**config.mk**
```make
export PLATFORM = sky130hd
export DESIGN_NAME = sntc_ldpc_qc_encoder_seq_flat
export DESIGN_NICKNAME = d
export VERILOG_FILES = /design/src/rtl/sntc_ldpc_qc_encoder_seq_if.sv /design/src/rtl/sntc_ldpc_qc_encoder_seq.sv /design/src/flat_wrapper.sv
export SDC_FILE = /design/constraint.sdc
export NUM_CORES = 1
export LEC_CHECK = 0
export CAP_MARGIN = 40
export CORE_AREA = 2 2 74 76
export DETAILED_ROUTE_END_ITERATION = 10
export DIE_AREA = 0 0 76 78
export GPL_TIMING_DRIVEN = 0
export PLACE_DENSITY = 0.81
export SYNTH_ARGS = -nofsm -noshare
export SYNTH_HDL_FRONTEND = slang
export SYNTH_SLANG_ARGS = --single-unit
```
**constraint.sdc**
```tcl
create_clock -name clk -period 3.7 [get_ports clk]
set_input_delay 0.74 -clock clk [delete_from_list [all_inputs] [get_ports clk]]
set_output_delay 0.74 -clock clk [all_outputs]
set_load 0.02 [all_outputs]
```
**src/rtl/sntc_ldpc_qc_encoder_seq_if.sv**
```systemverilog
`default_nettype none
// ============================================================================
// sntc_ldpc_qc_encoder_seq_if : info-in / codeword-out streams of the QC encoder
// Revision 1.0
// ============================================================================
interface sntc_ldpc_qc_encoder_seq_if #(
   parameter int Z = 8
);
   logic [Z-1:0] in_data;
   logic         in_valid;
   logic         in_last;
   logic         in_ready;
   logic [Z-1:0] out_data;
   logic         out_valid;
   logic         out_last;
   logic         out_is_par;
   logic         out_ready;

   modport master (
      output in_data, in_valid, in_last, out_ready,
      input  in_ready, out_data, out_valid, out_last, out_is_par
   );

   modport slave (
      input  in_data, in_valid, in_last, out_ready,
      output in_ready, out_data, out_valid, out_last, out_is_par
   );
endinterface
`default_nettype wire

```
**src/rtl/sntc_ldpc_qc_encoder_seq.sv**
```systemverilog
`default_nettype none
// ============================================================================
// sntc_ldpc_qc_encoder_seq : streaming QC-LDPC systematic encoder (info pass-through + MB parity)
// Revision 1.0
// ============================================================================
module sntc_ldpc_qc_encoder_seq #(
   parameter int Z  = 8,
   parameter int KB = 4,
   parameter int MB = 3,
   parameter int SW = $clog2(Z) + 1,
   parameter logic [KB*MB*SW-1:0] SHIFT = '0
) (
   input  wire logic                  clk,
   input  wire logic                  rst,
   input  wire logic                  clr,
   sntc_ldpc_qc_encoder_seq_if.slave  s,
   output logic                       frame_err,
   output logic [15:0]                frames_done
);
   localparam int c_IBW = (KB > 1) ? $clog2(KB) : 1;
   localparam int c_PBW = (MB > 1) ? $clog2(MB) : 1;
   localparam logic [c_IBW-1:0] c_IB_LAST = c_IBW'(KB - 1);
   localparam logic [c_PBW-1:0] c_PB_LAST = c_PBW'(MB - 1);

   typedef enum logic [0:0] {ST_ACC = 1'b0, ST_PAR = 1'b1} state_t;

   state_t             state_q, state_d;
   logic [c_IBW-1:0]   ib_q, ib_d;
   logic [c_PBW-1:0]   pb_q, pb_d;
   logic [Z-1:0]       acc_q [MB];
   logic [Z-1:0]       acc_d [MB];
   logic [Z-1:0]       out_data_q, out_data_d;
   logic               out_valid_q, out_valid_d;
   logic               out_last_q, out_last_d;
   logic               out_is_par_q, out_is_par_d;
   logic               frame_err_q, frame_err_d;
   logic [15:0]        frames_done_q, frames_done_d;
   logic               w_out_free;
   logic               w_in_ready;
   logic [SW-1:0]      w_ent;

   // rot(x,s)[k] = x[(k+s) mod Z]
   function automatic logic [Z-1:0] rot(input logic [Z-1:0] x, input logic [SW-2:0] sh);
      logic [Z-1:0] r;
      int           m;
      m = int'(sh) % Z;
      for (int k = 0; k < Z; k++) begin
         r[k] = x[(k + m) % Z];
      end
      return r;
   endfunction

   assign w_out_free = !out_valid_q || s.out_ready;
   assign w_in_ready = !rst && (state_q == ST_ACC) && w_out_free;

   always_comb begin
      state_d       = state_q;
      ib_d          = ib_q;
      pb_d          = pb_q;
      acc_d         = acc_q;
      out_data_d    = out_data_q;
      out_valid_d   = out_valid_q;
      out_last_d    = out_last_q;
      out_is_par_d  = out_is_par_q;
      frame_err_d   = 1'b0;
      frames_done_d = frames_done_q;
      w_ent         = '0;

      if (out_valid_q && s.out_ready) begin
         out_valid_d  = 1'b0;
         out_last_d   = 1'b0;
         out_is_par_d = 1'b0;
      end

      if (clr) begin
         state_d      = ST_ACC;
         ib_d         = '0;
         pb_d         = '0;
         out_valid_d  = 1'b0;
         out_last_d   = 1'b0;
         out_is_par_d = 1'b0;
         for (int j = 0; j < MB; j++) acc_d[j] = '0;
      end else if (state_q == ST_ACC) begin
         if (s.in_valid && w_in_ready) begin
            out_data_d   = s.in_data;
            out_valid_d  = 1'b1;
            out_is_par_d = 1'b0;
            out_last_d   = 1'b0;
            if (s.in_last == (ib_q == c_IB_LAST)) begin
               for (int j = 0; j < MB; j++) begin
                  w_ent = SHIFT[(int'(ib_q) * MB + j) * SW +: SW];
                  if (!w_ent[SW-1]) acc_d[j] = acc_d[j] ^ rot(s.in_data, w_ent[SW-2:0]);
               end
               if (ib_q == c_IB_LAST) begin
                  state_d = ST_PAR;
                  ib_d    = '0;
                  pb_d    = '0;
               end else begin
                  ib_d = ib_q + c_IBW'(1);
               end
            end else begin
               // Misplaced in_last: the beat still flows out, the partial codeword is dropped.
               frame_err_d = 1'b1;
               ib_d        = '0;
               for (int j = 0; j < MB; j++) acc_d[j] = '0;
            end
         end
      end else if (w_out_free) begin
         out_data_d   = acc_q[pb_q];
         out_valid_d  = 1'b1;
         out_is_par_d = 1'b1;
         out_last_d   = (pb_q == c_PB_LAST);
         if (pb_q == c_PB_LAST) begin
            state_d       = ST_ACC;
            pb_d          = '0;
            frames_done_d = frames_done_q + 16'd1;
            for (int j = 0; j < MB; j++) acc_d[j] = '0;
         end else begin
            pb_d = pb_q + c_PBW'(1);
         end
      end
   end

   always_ff @(posedge clk or posedge rst) begin
      if (rst) begin
         state_q       <= ST_ACC;
         ib_q          <= '0;
         pb_q          <= '0;
         out_data_q    <= '0;
         out_valid_q   <= 1'b0;
         out_last_q    <= 1'b0;
         out_is_par_q  <= 1'b0;
         frame_err_q   <= 1'b0;
         frames_done_q <= '0;
         for (int j = 0; j < MB; j++) acc_q[j] <= '0;
      end else begin
         state_q       <= state_d;
         ib_q          <= ib_d;
         pb_q          <= pb_d;
         out_data_q    <= out_data_d;
         out_valid_q   <= out_valid_d;
         out_last_q    <= out_last_d;
         out_is_par_q  <= out_is_par_d;
         frame_err_q   <= frame_err_d;
         frames_done_q <= frames_done_d;
         acc_q         <= acc_d;
      end
   end

   assign s.in_ready   = w_in_ready;
   assign s.out_data   = out_data_q;
   assign s.out_valid  = out_valid_q;
   assign s.out_last   = out_last_q;
   assign s.out_is_par = out_is_par_q;
   assign frame_err    = frame_err_q;
   assign frames_done  = frames_done_q;
endmodule
`default_nettype wire

```
**src/flat_wrapper.sv**
```systemverilog
// flat-port wrapper written by rule: the top's interface ports become plain ports
module sntc_ldpc_qc_encoder_seq_flat 
#(
   parameter int Z  = 8,
   parameter int KB = 4,
   parameter int MB = 3,
   parameter int SW = $clog2(Z) + 1,
   parameter logic [KB*MB*SW-1:0] SHIFT = '0
)
  (clk, rst, clr, frame_err, frames_done, s_in_data, s_in_valid, s_in_last, s_out_ready, s_in_ready, s_out_data, s_out_valid, s_out_last, s_out_is_par);
  sntc_ldpc_qc_encoder_seq_if #(.Z(Z)) s_i ();
  input  wire logic clk;
  input  wire logic rst;
  input  wire logic clr;
  output logic frame_err;
  output logic [15:0] frames_done;
  input wire logic [$bits(s_i.in_data)-1:0] s_in_data;
  input wire logic [$bits(s_i.in_valid)-1:0] s_in_valid;
  input wire logic [$bits(s_i.in_last)-1:0] s_in_last;
  input wire logic [$bits(s_i.out_ready)-1:0] s_out_ready;
  output wire logic [$bits(s_i.in_ready)-1:0] s_in_ready;
  output wire logic [$bits(s_i.out_data)-1:0] s_out_data;
  output wire logic [$bits(s_i.out_valid)-1:0] s_out_valid;
  output wire logic [$bits(s_i.out_last)-1:0] s_out_last;
  output wire logic [$bits(s_i.out_is_par)-1:0] s_out_is_par;
  assign s_i.in_data = s_in_data;
  assign s_i.in_valid = s_in_valid;
  assign s_i.in_last = s_in_last;
  assign s_i.out_ready = s_out_ready;
  assign s_in_ready = s_i.in_ready;
  assign s_out_data = s_i.out_data;
  assign s_out_valid = s_i.out_valid;
  assign s_out_last = s_i.out_last;
  assign s_out_is_par = s_i.out_is_par;
  sntc_ldpc_qc_encoder_seq #(.Z(Z), .KB(KB), .MB(MB), .SW(SW), .SHIFT(SHIFT)) u_core (.clk(clk), .rst(rst), .clr(clr), .s(s_i), .frame_err(frame_err), .frames_done(frames_done));
endmodule
```
==> summary.md <==
| Metric | Value |
|---|---|
| Final wirelength | `6.62 mm` |
| R2r worst-path depth | `6` |
| Via/cell ratio | `5.81` |
| Clock skew | `0.00923 ns` |
| Worst VDD drop | `0.000290 V` |
| Cell count after synthesis | `284` |
| Pre-antenna DRT Iters | `4` |
| RSZ-0062 raised after global routing | `false` |
| Status | `completed` |
| Fin crit period | `2.82 ns` |
| Worst-path clk slew | `0.06 ns` |
| Detail Placement HPWL | `4.68 mm` |
| Placed cell areas | `3380 sq um` |
| Required time worst endpoint | `2.96 ns` |
| # fillers | `382` |
| PostCTS Resize Cnt | `0` |
| Vias | `2393` |
| CTS max path bufs | `2` |
| RD Place Congestion | `0.812` |
| Worst Path Max Fanout | `3` |
| FP Rows | `26` |
| Initial DRC count | `178` |
| CTS sink cnt | `57` |
| Port bufs | `41` |
| Mapped cell area | `2860 sq um` |
| Die Wd | `76 um` |
| Global-route wire length before repair | `10.9 mm` |
| Largest net degree at the start of global routing | `41` |
| Max-slew violations | `0` |
| Post-Route Utilization | `70.9%` |
| Overall Global Routing Usage | `23.9%` |
| Leak Pwr | `1.78 nW` |
| Worst slew pin tran | `0.570 ns` |
| Crit-path leading delay family | `buffers and inverters` |
| Crit-path cells | `clkdlybuf4s50_1 > nor2b_1 > nor3_1 > clkdlybuf4s50_1` |
| Fin crit share | `76.2%` |
| Slew margin rel. | `61.8%` |
| Wire length per cell | `16.1 um` |
| CTS buffer count | `9` |
| Slowest cell on the critical path | `clkdlybuf4s50_1` |
| Crit. End Element | `output port` |
| Detail Route Antenna Nets | `0` |
| Synthesis warning total | `0` |
| Min-Delay Endpoint | `u_core.frames_done[15]$_DFFE_PP0P_` |
| NumNets Final | `354` |
| Skew-Pair Late Insertion Delay | `0.35 ns` |
| Remaining Overflow, GRT | `0` |
| Syn_area_per_cell | `10.1 sq um` |
| Hold path depth | `1` |
| Post-CTS Hold Fix Bufs | `0` |
| Post-CTS Setup Repair Bufs | `0` |
| Pwr per Cell Area | `390 nW/um^2` |
| Layout cells sized above 1 | `10.2%` |
| HP Class | `reg2reg` |
| Distinct cell type count after synthesis | `38` |
| CTS tree | `done` |
| Power Total | `1.39 mW` |
| Initial core utilization | `56.7%` |
| Core area | `5040 sq um` |
| Number of global-route vias before repair | `2304` |
| Htree depth | `3` |
| Antenna violations before repair | `0` |
| DIE HEIGHT | `78 um` |
| Post-route cell area | `3570 sq um` |
| Critical Path AT | `2.08 ns` |
| Area of the multi-input gates | `1330 sq um` |
| Worst r2r src | `u_core.ib_q[0]$_DFFE_PP0P_` |
| R2R Setup Slk | `1.55 ns` |
| Max-Cap Viols | `0` |
| Layout area overhead | `24.9%` |
| Final Hold Vio Count | `0` |
| Largest stage delay, worst path | `0.63 ns` |
| Sequential share of the synthesized area | `49.8%` |
| Async S/R FF share, synth | `100%` |
| Commonest register cell after synthesis | `dfrtp_1` |
| Critical Setup Path Class | `in2out` |
| DRC | `0` |
| Worst reg2reg endpoint | `u_core.acc_q[20]$_DFFE_PP0P_` |
| Die area | `5930 sq um` |
| Worst Path Buf+Inv | `2` |
| Final setup TNS | `0 ns` |
| Hold_sp | `u_core.frames_done[15]$_DFFE_PP0P_` |
| Number of flops mapped to enable cells by yosys | `0` |
| Startpoint class of the critical path | `input port` |
| Ant diodes | `0` |
| Endpoints failing setup | `0` |
| I/O pin count | `43` |
| Cell repeated most along the worst path | `clkdlybuf4s50_1` |
| Post-Syn Nets | `301` |
| #FFs+latches synth | `57` |
| Fmax | `0.355 GHz` |
| Root buf cell | `clkbuf_8` |
| Register Area | `1430 sq um` |
-- logic make-up (layout without fill, tap and decap cells) --
logic type,Yosys count,count (layout),synth area share [%]
adder cells (fa/ha/maj),3,3,1.31
AND/OR/NAND/NOR,110,110,21.6
XOR/XNOR,15,15,4.59
AO/OA/AOI/OAI,66,66,15.0
buffers and inverters,22,80,3.63
multiplexers,11,11,3.94
flip-flops,57,57,49.8
-- how the worst max path moves through the flow --
stage / slack [ns] / cells after the start / start / endpoint
3_3_place_gp: 0.47 / 2 / rst / u_core.s.out_data[4]$_DFFE_PP0P_
4_1_cts: 0.88 / 4 / s_out_ready / s_in_ready
3_5_place_dp: 0.88 / 3 / rst / s_in_ready
6_report: 0.88 / 4 / s_out_ready / s_in_ready
5_1_grt: 0.79 / 4 / u_core.state_q$_DFF_PP0_ / s_in_ready
2_1_floorplan: 1.56 / 1 / rst / u_core.acc_q[0]$_DFFE_PP0P_
-- metal layers --
layer,routed length [um],GRT usage [%]
met4,118,11.8
met2,3150,37.8
met1,2950,31.3
met5,0,0
met3,401,5.58
-- cells in the mapped netlist (6+ instances only) --
| cell | number | area [sq um] |
|---|---|---|
| a21o_1 | 24 | 180 |
| dfrtp_1 | 57 | 1430 |
| nor3_1 | 8 | 40.0 |
| xor2_1 | 10 | 87.6 |
| or3_1 | 10 | 62.6 |
| nand3b_1 | 9 | 67.6 |
| clkbuf_1 | 10 | 37.5 |
| nand4_1 | 11 | 68.8 |
| o211ai_1 | 9 | 67.6 |
| mux2i_1 | 9 | 90.1 |
| nand3_1 | 6 | 30.0 |
| nor2_1 | 31 | 116 |
| a31oi_1 | 9 | 56.3 |
| nand2_1 | 18 | 67.6 |
| o21ai_0 | 18 | 90.1 |
-- cells in the final DEF (no fill, tap or decap), drive strengths merged --
master         synthesis  routed
a21oi                  4       4
clkbuf                10      20
xnor2                  5       5
nand2b                 1       1
nand3                  7       7
or3b                   1       1
xor2                  10      10
nor3b                  2       2
and4                   1       1
buf                    7       8
nor4b                  1       1
nand2                 18      18
mux2                   2       2
or3                   10      10
a311oi                 1       1
ha                     3       3
nor2                  31      31
dfrtp                 57      57
bufinv                 0       1
o31ai                  1       1
mux2i                  9       9
clkinv                 0       4
a21o                  24      24
nand3b                 9       9
o211ai                 9       9
nor4bb                 1       1
inv                    5       5
o21ai                 18      18
nor4                   3       3
a31oi                  9       9
and3                   1       1
nor3                   9       9
and2                   1       1
nand4                 11      11
clkdlybuf4s50          0      41
nor2b                  3       3
clkinvlp               0       1
-- state kept, by name, indices dropped and copies added, names as in the netlist --
signal and count:
u_core.s.out_data 8, u_core.acc_q 24, u_core.s.out_is_par 1, u_core.frames_done 16, u_core.frame_err 1, u_core.state_q 1, u_core.s.out_last 1, u_core.ib_q 2
u_core.s.out_valid 1, u_core.pb_q 2
-- layout make-up --
class | count | share of cell area, %
clock inverter | 6 | 1.61
sequential | 57 | 39.9
clock buffer | 10 | 3.85
timing repair buffer | 42 | 12.0
tap | 70 | 2.45
multi-input combinational | 205 | 37.2
buffer | 17 | 2.38
inverter | 5 | 0.525
-- worst reg2reg max path: stages (launching register included) --
cell	delay [ns]
dfrtp_1	0.39
ha_1	0.24
ha_1	0.35
clkbuf_1	0.24
or3_1	0.40
a31oi_1	0.30
a21o_1	0.18
-- through the flow --
stage / worst slack [ns] / hold slack [ns] / std cells
after CTS: 0.877 / 0.477 / 412
after global routing: 0.787 / 0.488 / 412
after global placement: 0.468 / 0.455 / 395
after floorplan: 1.56 / 0.472 / 284
after detailed placement: 0.884 / 0.466 / 396
final: 0.879 / 0.474 / 412
-- power by group --
part | leakage [nW] | switching, mW | internal, mW
Combinational | 0.907 | 0.0855 | 0.0655
Clock | 0.102 | 0.255 | 0.324
Sequential | 0.768 | 0.0156 | 0.648
(Power assumes the default switching activity.)
